`src/rtl/morse_player_pkg.sv`:
```
// ============================================================================
// Module : morse_pkg
// Brief  : Symbol and player-state enums shared by the Morse encoder and player.
// Rev    : 1.0 - initial release
// ============================================================================
`default_nettype none

package morse_pkg;

    typedef enum logic [1:0] {
        SYM_DOT  = 2'b00,
        SYM_DASH = 2'b01,
        SYM_LGAP = 2'b10,
        SYM_WGAP = 2'b11
    } sym_t;

    typedef enum logic [2:0] {
        ST_IDLE   = 3'd0,
        ST_REQ    = 3'd1,
        ST_LATCH  = 3'd2,
        ST_MARK   = 3'd3,
        ST_SPACE  = 3'd4,
        ST_FINISH = 3'd5
    } state_t;

    localparam int c_UNIT_CNT_W = 3;

endpackage

`default_nettype wire

```
`src/rtl/morse_player_if.sv`:
```
// ============================================================================
// Module : morse_player_if
// Brief  : Control, FIFO read side and tone output bundle of the Morse player.
// Rev    : 1.0 - initial release
// ============================================================================
`default_nettype none

interface morse_player_if;
    logic       start;
    logic       abort;
    logic       fifo_empty;
    logic [1:0] fifo_data;
    logic       fifo_re;
    logic       tone;
    logic       busy;
    logic       done;

    modport master (
        output start, abort, fifo_empty, fifo_data,
        input  fifo_re, tone, busy, done
    );

    modport slave (
        input  start, abort, fifo_empty, fifo_data,
        output fifo_re, tone, busy, done
    );
endinterface

`default_nettype wire

```
`src/rtl/morse_player_unit_timer.sv`:
```
// ============================================================================
// Module : unit_timer
// Brief  : Prescaler to one Morse unit plus a 3-bit unit down-counter.
// Rev    : 1.0 - initial release
// ============================================================================
`default_nettype none

module unit_timer
    import morse_pkg::*;
#(
    parameter int CLKS_PER_UNIT = 12_500_000
) (
    input  wire logic                    clk,
    input  wire logic                    rst_n,
    input  wire logic                    i_load,
    input  wire logic [c_UNIT_CNT_W-1:0] i_units,
    output logic                         o_expired
);

    localparam int                 c_PRE_W   = $clog2(CLKS_PER_UNIT);
    localparam logic [c_PRE_W-1:0] c_PRE_TOP = c_PRE_W'(CLKS_PER_UNIT - 1);

    logic [c_PRE_W-1:0]      r_pre;
    logic [c_UNIT_CNT_W-1:0] r_cnt;
    logic                    w_tick;

    assign w_tick    = (r_pre == c_PRE_TOP);
    // Fires on the last cycle of the final unit so the FSM leaves on that edge.
    assign o_expired = w_tick && (r_cnt == c_UNIT_CNT_W'(1));

    always_ff @(posedge clk or negedge rst_n) begin
        if (!rst_n) begin
            r_pre <= '0;
            r_cnt <= '0;
        end else if (i_load) begin
            r_pre <= '0;
            r_cnt <= i_units;
        end else begin
            r_pre <= w_tick ? '0 : r_pre + c_PRE_W'(1);
            if (w_tick && (r_cnt != '0)) begin
                r_cnt <= r_cnt - c_UNIT_CNT_W'(1);
            end
        end
    end

endmodule

`default_nettype wire

```
`src/rtl/morse_player.sv`:
```
// ============================================================================
// Module : morse_player
// Brief  : Plays Morse symbols from the symbol FIFO as a timed on/off tone.
// Rev    : 1.0 - initial release
// ============================================================================
`default_nettype none

module morse_player
    import morse_pkg::*;
#(
    parameter int CLKS_PER_UNIT    = 12_500_000,
    parameter int DOT_UNITS        = 1,
    parameter int DASH_UNITS       = 3,
    parameter int SYM_GAP_UNITS    = 1,
    parameter int LETTER_GAP_UNITS = 2,
    parameter int WORD_GAP_UNITS   = 6
) (
    input  wire logic      clk,
    input  wire logic      rst_n,
    morse_player_if.slave  bus
);

    localparam logic [c_UNIT_CNT_W-1:0] c_DOT  = c_UNIT_CNT_W'(DOT_UNITS);
    localparam logic [c_UNIT_CNT_W-1:0] c_DASH = c_UNIT_CNT_W'(DASH_UNITS);
    localparam logic [c_UNIT_CNT_W-1:0] c_SGAP = c_UNIT_CNT_W'(SYM_GAP_UNITS);
    localparam logic [c_UNIT_CNT_W-1:0] c_LGAP = c_UNIT_CNT_W'(LETTER_GAP_UNITS);
    localparam logic [c_UNIT_CNT_W-1:0] c_WGAP = c_UNIT_CNT_W'(WORD_GAP_UNITS);

    state_t                  r_state;
    state_t                  w_next;
    sym_t                    r_sym;
    logic                    w_load;
    logic [c_UNIT_CNT_W-1:0] w_units;
    logic                    w_expired;
    logic                    w_re;

    unit_timer #(
        .CLKS_PER_UNIT (CLKS_PER_UNIT)
    ) u_unit_timer (
        .clk       (clk),
        .rst_n     (rst_n),
        .i_load    (w_load),
        .i_units   (w_units),
        .o_expired (w_expired)
    );

    always_ff @(posedge clk or negedge rst_n) begin
        if (!rst_n) begin
            r_state <= ST_IDLE;
            r_sym   <= SYM_DOT;
        end else begin
            r_state <= w_next;
            if (r_state == ST_LATCH) begin
                r_sym <= sym_t'(bus.fifo_data);
            end
        end
    end

    always_comb begin
        w_next  = r_state;
        w_load  = 1'b0;
        w_units = c_SGAP;
        w_re    = 1'b0;
        case (r_state)
            ST_IDLE: begin
                if (bus.start) w_next = ST_REQ;
            end
            ST_REQ: begin
                if (bus.fifo_empty) begin
                    w_next = ST_FINISH;
                end else begin
                    w_re   = 1'b1;
                    w_next = ST_LATCH;
                end
            end
            ST_LATCH: begin
                // fifo_data is the registered FIFO output, valid this cycle only.
                w_load = 1'b1;
                case (sym_t'(bus.fifo_data))
                    SYM_DOT:  begin w_units = c_DOT;  w_next = ST_MARK;  end
                    SYM_DASH: begin w_units = c_DASH; w_next = ST_MARK;  end
                    SYM_LGAP: begin w_units = c_LGAP; w_next = ST_SPACE; end
                    SYM_WGAP: begin w_units = c_WGAP; w_next = ST_SPACE; end
                    default:  begin w_units = c_SGAP; w_next = ST_SPACE; end
                endcase
            end
            ST_MARK: begin
                if (w_expired) begin
                    w_load  = 1'b1;
                    w_units = c_SGAP;
                    w_next  = ST_SPACE;
                end
            end
            ST_SPACE: begin
                if (w_expired) w_next = ST_REQ;
            end
            ST_FINISH: w_next = ST_IDLE;
            default:   w_next = ST_IDLE;
        endcase
        // Abort wins over everything; no read so the queued symbol survives.
        if (bus.abort) begin
            w_next = ST_IDLE;
            w_load = 1'b0;
            w_re   = 1'b0;
        end
    end

    assign bus.fifo_re = w_re;
    assign bus.tone    = (r_state == ST_MARK) && ((r_sym == SYM_DOT) || (r_sym == SYM_DASH));
    assign bus.busy    = (r_state != ST_IDLE);
    assign bus.done    = (r_state == ST_FINISH);

endmodule

`default_nettype wire

```
`src/flat_wrapper.sv`:
```
// flat-port wrapper written by rule: the top's interface ports become plain ports
module morse_player_flat import morse_pkg::*;
#(
    parameter int CLKS_PER_UNIT    = 12_500_000,
    parameter int DOT_UNITS        = 1,
    parameter int DASH_UNITS       = 3,
    parameter int SYM_GAP_UNITS    = 1,
    parameter int LETTER_GAP_UNITS = 2,
    parameter int WORD_GAP_UNITS   = 6
)
  (clk, rst_n, bus_start, bus_abort, bus_fifo_empty, bus_fifo_data, bus_fifo_re, bus_tone, bus_busy, bus_done);
  morse_player_if bus_i ();
  input  wire logic clk;
  input  wire logic rst_n;
  input wire logic [$bits(bus_i.start)-1:0] bus_start;
  input wire logic [$bits(bus_i.abort)-1:0] bus_abort;
  input wire logic [$bits(bus_i.fifo_empty)-1:0] bus_fifo_empty;
  input wire logic [$bits(bus_i.fifo_data)-1:0] bus_fifo_data;
  output wire logic [$bits(bus_i.fifo_re)-1:0] bus_fifo_re;
  output wire logic [$bits(bus_i.tone)-1:0] bus_tone;
  output wire logic [$bits(bus_i.busy)-1:0] bus_busy;
  output wire logic [$bits(bus_i.done)-1:0] bus_done;
  assign bus_i.start = bus_start;
  assign bus_i.abort = bus_abort;
  assign bus_i.fifo_empty = bus_fifo_empty;
  assign bus_i.fifo_data = bus_fifo_data;
  assign bus_fifo_re = bus_i.fifo_re;
  assign bus_tone = bus_i.tone;
  assign bus_busy = bus_i.busy;
  assign bus_done = bus_i.done;
  morse_player #(.CLKS_PER_UNIT(CLKS_PER_UNIT), .DOT_UNITS(DOT_UNITS), .DASH_UNITS(DASH_UNITS), .SYM_GAP_UNITS(SYM_GAP_UNITS), .LETTER_GAP_UNITS(LETTER_GAP_UNITS), .WORD_GAP_UNITS(WORD_GAP_UNITS)) u_core (.clk(clk), .rst_n(rst_n), .bus(bus_i));
endmodule
```
`config.mk`:
```
export PLATFORM = sky130hd
export DESIGN_NAME = morse_player_flat
export DESIGN_NICKNAME = d
export VERILOG_FILES = /design/src/rtl/morse_player_pkg.sv /design/src/rtl/morse_player_if.sv /design/src/rtl/morse_player_unit_timer.sv /design/src/rtl/morse_player.sv /design/src/flat_wrapper.sv
export SDC_FILE = /design/constraint.sdc
export NUM_CORES = 1
export LEC_CHECK = 0
export ABC_CLOCK_PERIOD_IN_PS = 3200
export CELL_PAD_IN_SITES_DETAIL_PLACEMENT = 0
export CELL_PAD_IN_SITES_GLOBAL_PLACEMENT = 1
export CORE_ASPECT_RATIO = 0.75
export CORE_UTILIZATION = 46
export DETAILED_ROUTE_END_ITERATION = 12
export PLACE_DENSITY_LB_ADDON = 0.1
export SETUP_SLACK_MARGIN = 0.1
export SYNTH_ARGS = -nofsm -noshare
export SYNTH_HDL_FRONTEND = slang
export SYNTH_HIERARCHICAL = 1
export SYNTH_SLANG_ARGS = --single-unit
```
`constraint.sdc`:
```
create_clock -name clk -period 3.2 [get_ports clk]
set_clock_uncertainty 0.2 [all_clocks]
set_input_delay 0.8 -clock clk [delete_from_list [all_inputs] [get_ports clk]]
set_output_delay 0.8 -clock clk [all_outputs]
set_load 0.005 [all_outputs]
```
==> impl_results.md <==
- EDFF count, synth: 0
- Ys async rst share: 100%
- Main area contributors after synthesis: dfrtp_1 (44%), nor2_1 (6.7%), xnor2_1 (5.4%)
- Synth-to-layout area growth: 14.4%
- Die area: between 0.004 and 0.005 mm²
- Sequential share of the synthesized area: 43.5%
- Leak: ~0.00087 µW
- H-tree lvl count: 2
- Pre-Repair DR Iteration Count: 4
- CP Buf/Inv Count: 1
- Ports: 11
- Max FO, Critical Path: 11
- Global Route Usage Sum: about a fifth
- Final TNS setup: 0 ns
- Share of cells above drive strength 1: 12.9%
- Clk sinks: 31
- Critical path's top delay family: simple AND/OR/NAND/NOR gates
- CTS clk-pin slew, worst paths: ~0.060 ns
- Synth Flop Type: dfrtp_1
- HPWL Detailed: 2.59 mm
- Setup-failing EPs final: 0
- Final net count: ~210
- DRT antenna net count: 0
- GRT Residual Overflow: 0
- I/O Buffers: 10
- Crit share post-route: 84.9%
- First-pass GRT wire length: 6.00 mm
- Synth Cell Area: about 0.0018 mm²
- Ant. Diodes: 0
- Post-synthesis cell type count: 45
- Worst Max-Slew Pin Slew: around 0.7 ns
- Final Util: 55.3%
- CP max-delay cell: or4_4
- Initial Utilization: 48.4%
- Clock root cell: clkbuf_8
- Status: finished clean
- Max Root-Sink Buffers: 2
- Required time of the critical path: roughly 3.2 ns
- Setup crit start kind: flip-flop
- Cell taking the most area after synthesis: dfrtp_1
- RSZ-0062 raised after global routing: no
- Final-report max-slew violation count: 0
- Total core area: 0.00368 mm²
- PwrDens: 690 mW/mm²
- DRT Wirelength: approximately 3.6 mm
- FMAX: around 370 MHz
- Routability Congestion: around 0.77
- Worst setup EP type: flip-flop
- Drt via density: 5.36
- Initial DRC Count: 79
- Critical path class: flip-flop to flip-flop
- Via Count: 1361
- Most common cell after layout, fill and taps aside: nor2_1
- Synth warnings: 6
- Row count: 19
- Pin count of the biggest net entering global routing: 32
- CP max stage delay: ~0.56 ns
- Die W: ~74 µm
- Worst hold path class: flip-flop to flip-flop
- Area share of the leading cell type in the synthesized netlist: 43.5%
- Initial antenna violation count: 0
- Cells along the critical path: or4_4, nor4_4, and3_2, o21ai_0, nor3_1, buf_4, a31oi_1, o211ai_1, o41ai_1
- Count of hold-fix buffers inserted at cts: 0
- CTS tree: built
- Peak supply drop: 0.441 mV
- Arrival time at the worst endpoint: 2.67 ns
- Maxcap violations: 0
- Residual DRC: 0
- Most frequent cells in the layout: nor2_1 (32), dfrtp_1 (31), nand3_1 (13)
- Syn_area_per_cell: just under 10 µm²
- Fill count: between 300 and 400
- Max_slew headroom: 52.1%
- Vias in the first global route: 1281
- Drt wl/cell: approximately 14 µm
- Seq cells post-synth: 31
- Die Span Y: 55.9 µm
- Synth Net Count: 196
- Final Hold Vio Count: 0
- Mapped Cells: roughly 190
- Worst skew pair latency: 0.27 ns
- Min Tclk post-route: about 2.7 ns
- CTS Buf Count: 5
[cell families after synthesis]
logic type               after synthesis  synth area share, %
AND/OR/NAND/NOR                       96                 30.2
flip-flops                            31                 43.5
XOR/XNOR                              21                 10.3
AO/OA/AOI/OAI                         16                 6.74
buffers and inverters                 14                 4.21
adder cells (fa/ha/maj)                4                 2.81
multiplexers                           3                 2.25
[metal layers]
layer | global-route usage, % | share of wire (%) | routed length (µm)
met2 | 28.0 | 44 | 1560
met3 | 4.89 | 1.9 | 69
met5 | 0 | 0 | 0
met4 | 4.12 | 0.45 | 16
met1 | 29.5 | 54 | 1910
[metrics by stage]
| stage | area, µm² | setup WS (ns) | total power, µW | std cells | hold slack, ns |
|---|---|---|---|---|---|
| after floorplan | 1780 | 0.613 | 1000 | 185 | 0.255 |
| after global placement | 1940 | 0.150 | 1090 | 246 | 0.280 |
| after detailed placement | 1940 | 0.140 | 1120 | 246 | 0.293 |
| after CTS | 2020 | 0.129 | 1420 | 254 | 0.302 |
| after global routing | 2040 | 0.283 | 1520 | 254 | 0.333 |
| final | 2040 | 0.484 | 1410 | 254 | 0.296 |
[cell type report]
| type | instances | area (µm²) | area share (%) |
|---|---|---|---|
| Multi-Input combinational cell | 140 | 947 | 46.4 |
| Sequential cell | 31 | 776 | 38.0 |
| Timing Repair Buffer | 15 | 140 | 6.87 |
| Clock buffer | 7 | 76.3 | 3.74 |
| Tap cell | 52 | 65.1 | 3.19 |
| Inverter | 8 | 30.0 | 1.47 |
| Clock inverter | 1 | 5.00 | 0.245 |
[cell usage after synthesis (3+ instances only)]
master / count
ha_1: 4
and3_1: 3
nand3_1: 13
buf_2: 4
nand2_1: 12
nor3_1: 6
inv_1: 8
nor2_1: 32
o21ai_0: 3
xnor2_1: 11
xor2_1: 10
dfrtp_1: 31
nor4_1: 4
nand4_1: 6
nor3b_1: 3
[timing repair]
item / CTS / global route
gates resized for setup: 0 / 3
setup buffers: 0 / 0
endpoints found under the setup margin: 0 / 2
[path summary, 6_finish.rpt]
check | startpoint | slack (ns) | cells past startpoint | to
min | u_core/u_unit_timer/r_pre[0] | 0.30 | 1 | u_core/u_unit_timer/r_pre[0]
max reg2reg | u_core/u_unit_timer/r_pre[6] | 0.48 | 9 | u_core/u_unit_timer/r_pre[17]
min reg2reg | u_core/u_unit_timer/r_pre[0] | 0.30 | 1 | u_core/u_unit_timer/r_pre[0]
max | u_core/u_unit_timer/r_pre[6] | 0.48 | 9 | u_core/u_unit_timer/r_pre[17]
min in group asynchronous | rst_n | 0.71 | 2 | u_core/u_unit_timer/r_pre[23]
max in group asynchronous | rst_n | 1.81 | 2 | u_core/u_unit_timer/r_cnt[0]
[state kept, by name (all words and copies together) (netlist names)]
| signal | cells |
|---|---|
| u_core/u_unit_timer/r_pre | 24 |
| u_core/r_state | 3 |
| u_core/r_sym | 1 |
| u_core/u_unit_timer/r_cnt | 3 |
[where the power goes]
group | leakage, µW | internal, µW | switching, µW | total, µW
Combinational | 0.000435 | 207 | 207 | 414
Clock | 0.0000422 | 152 | 139 | 291
Sequential | 0.000392 | 537 | 166 | 702
Power figures use the tool's default switching activity.
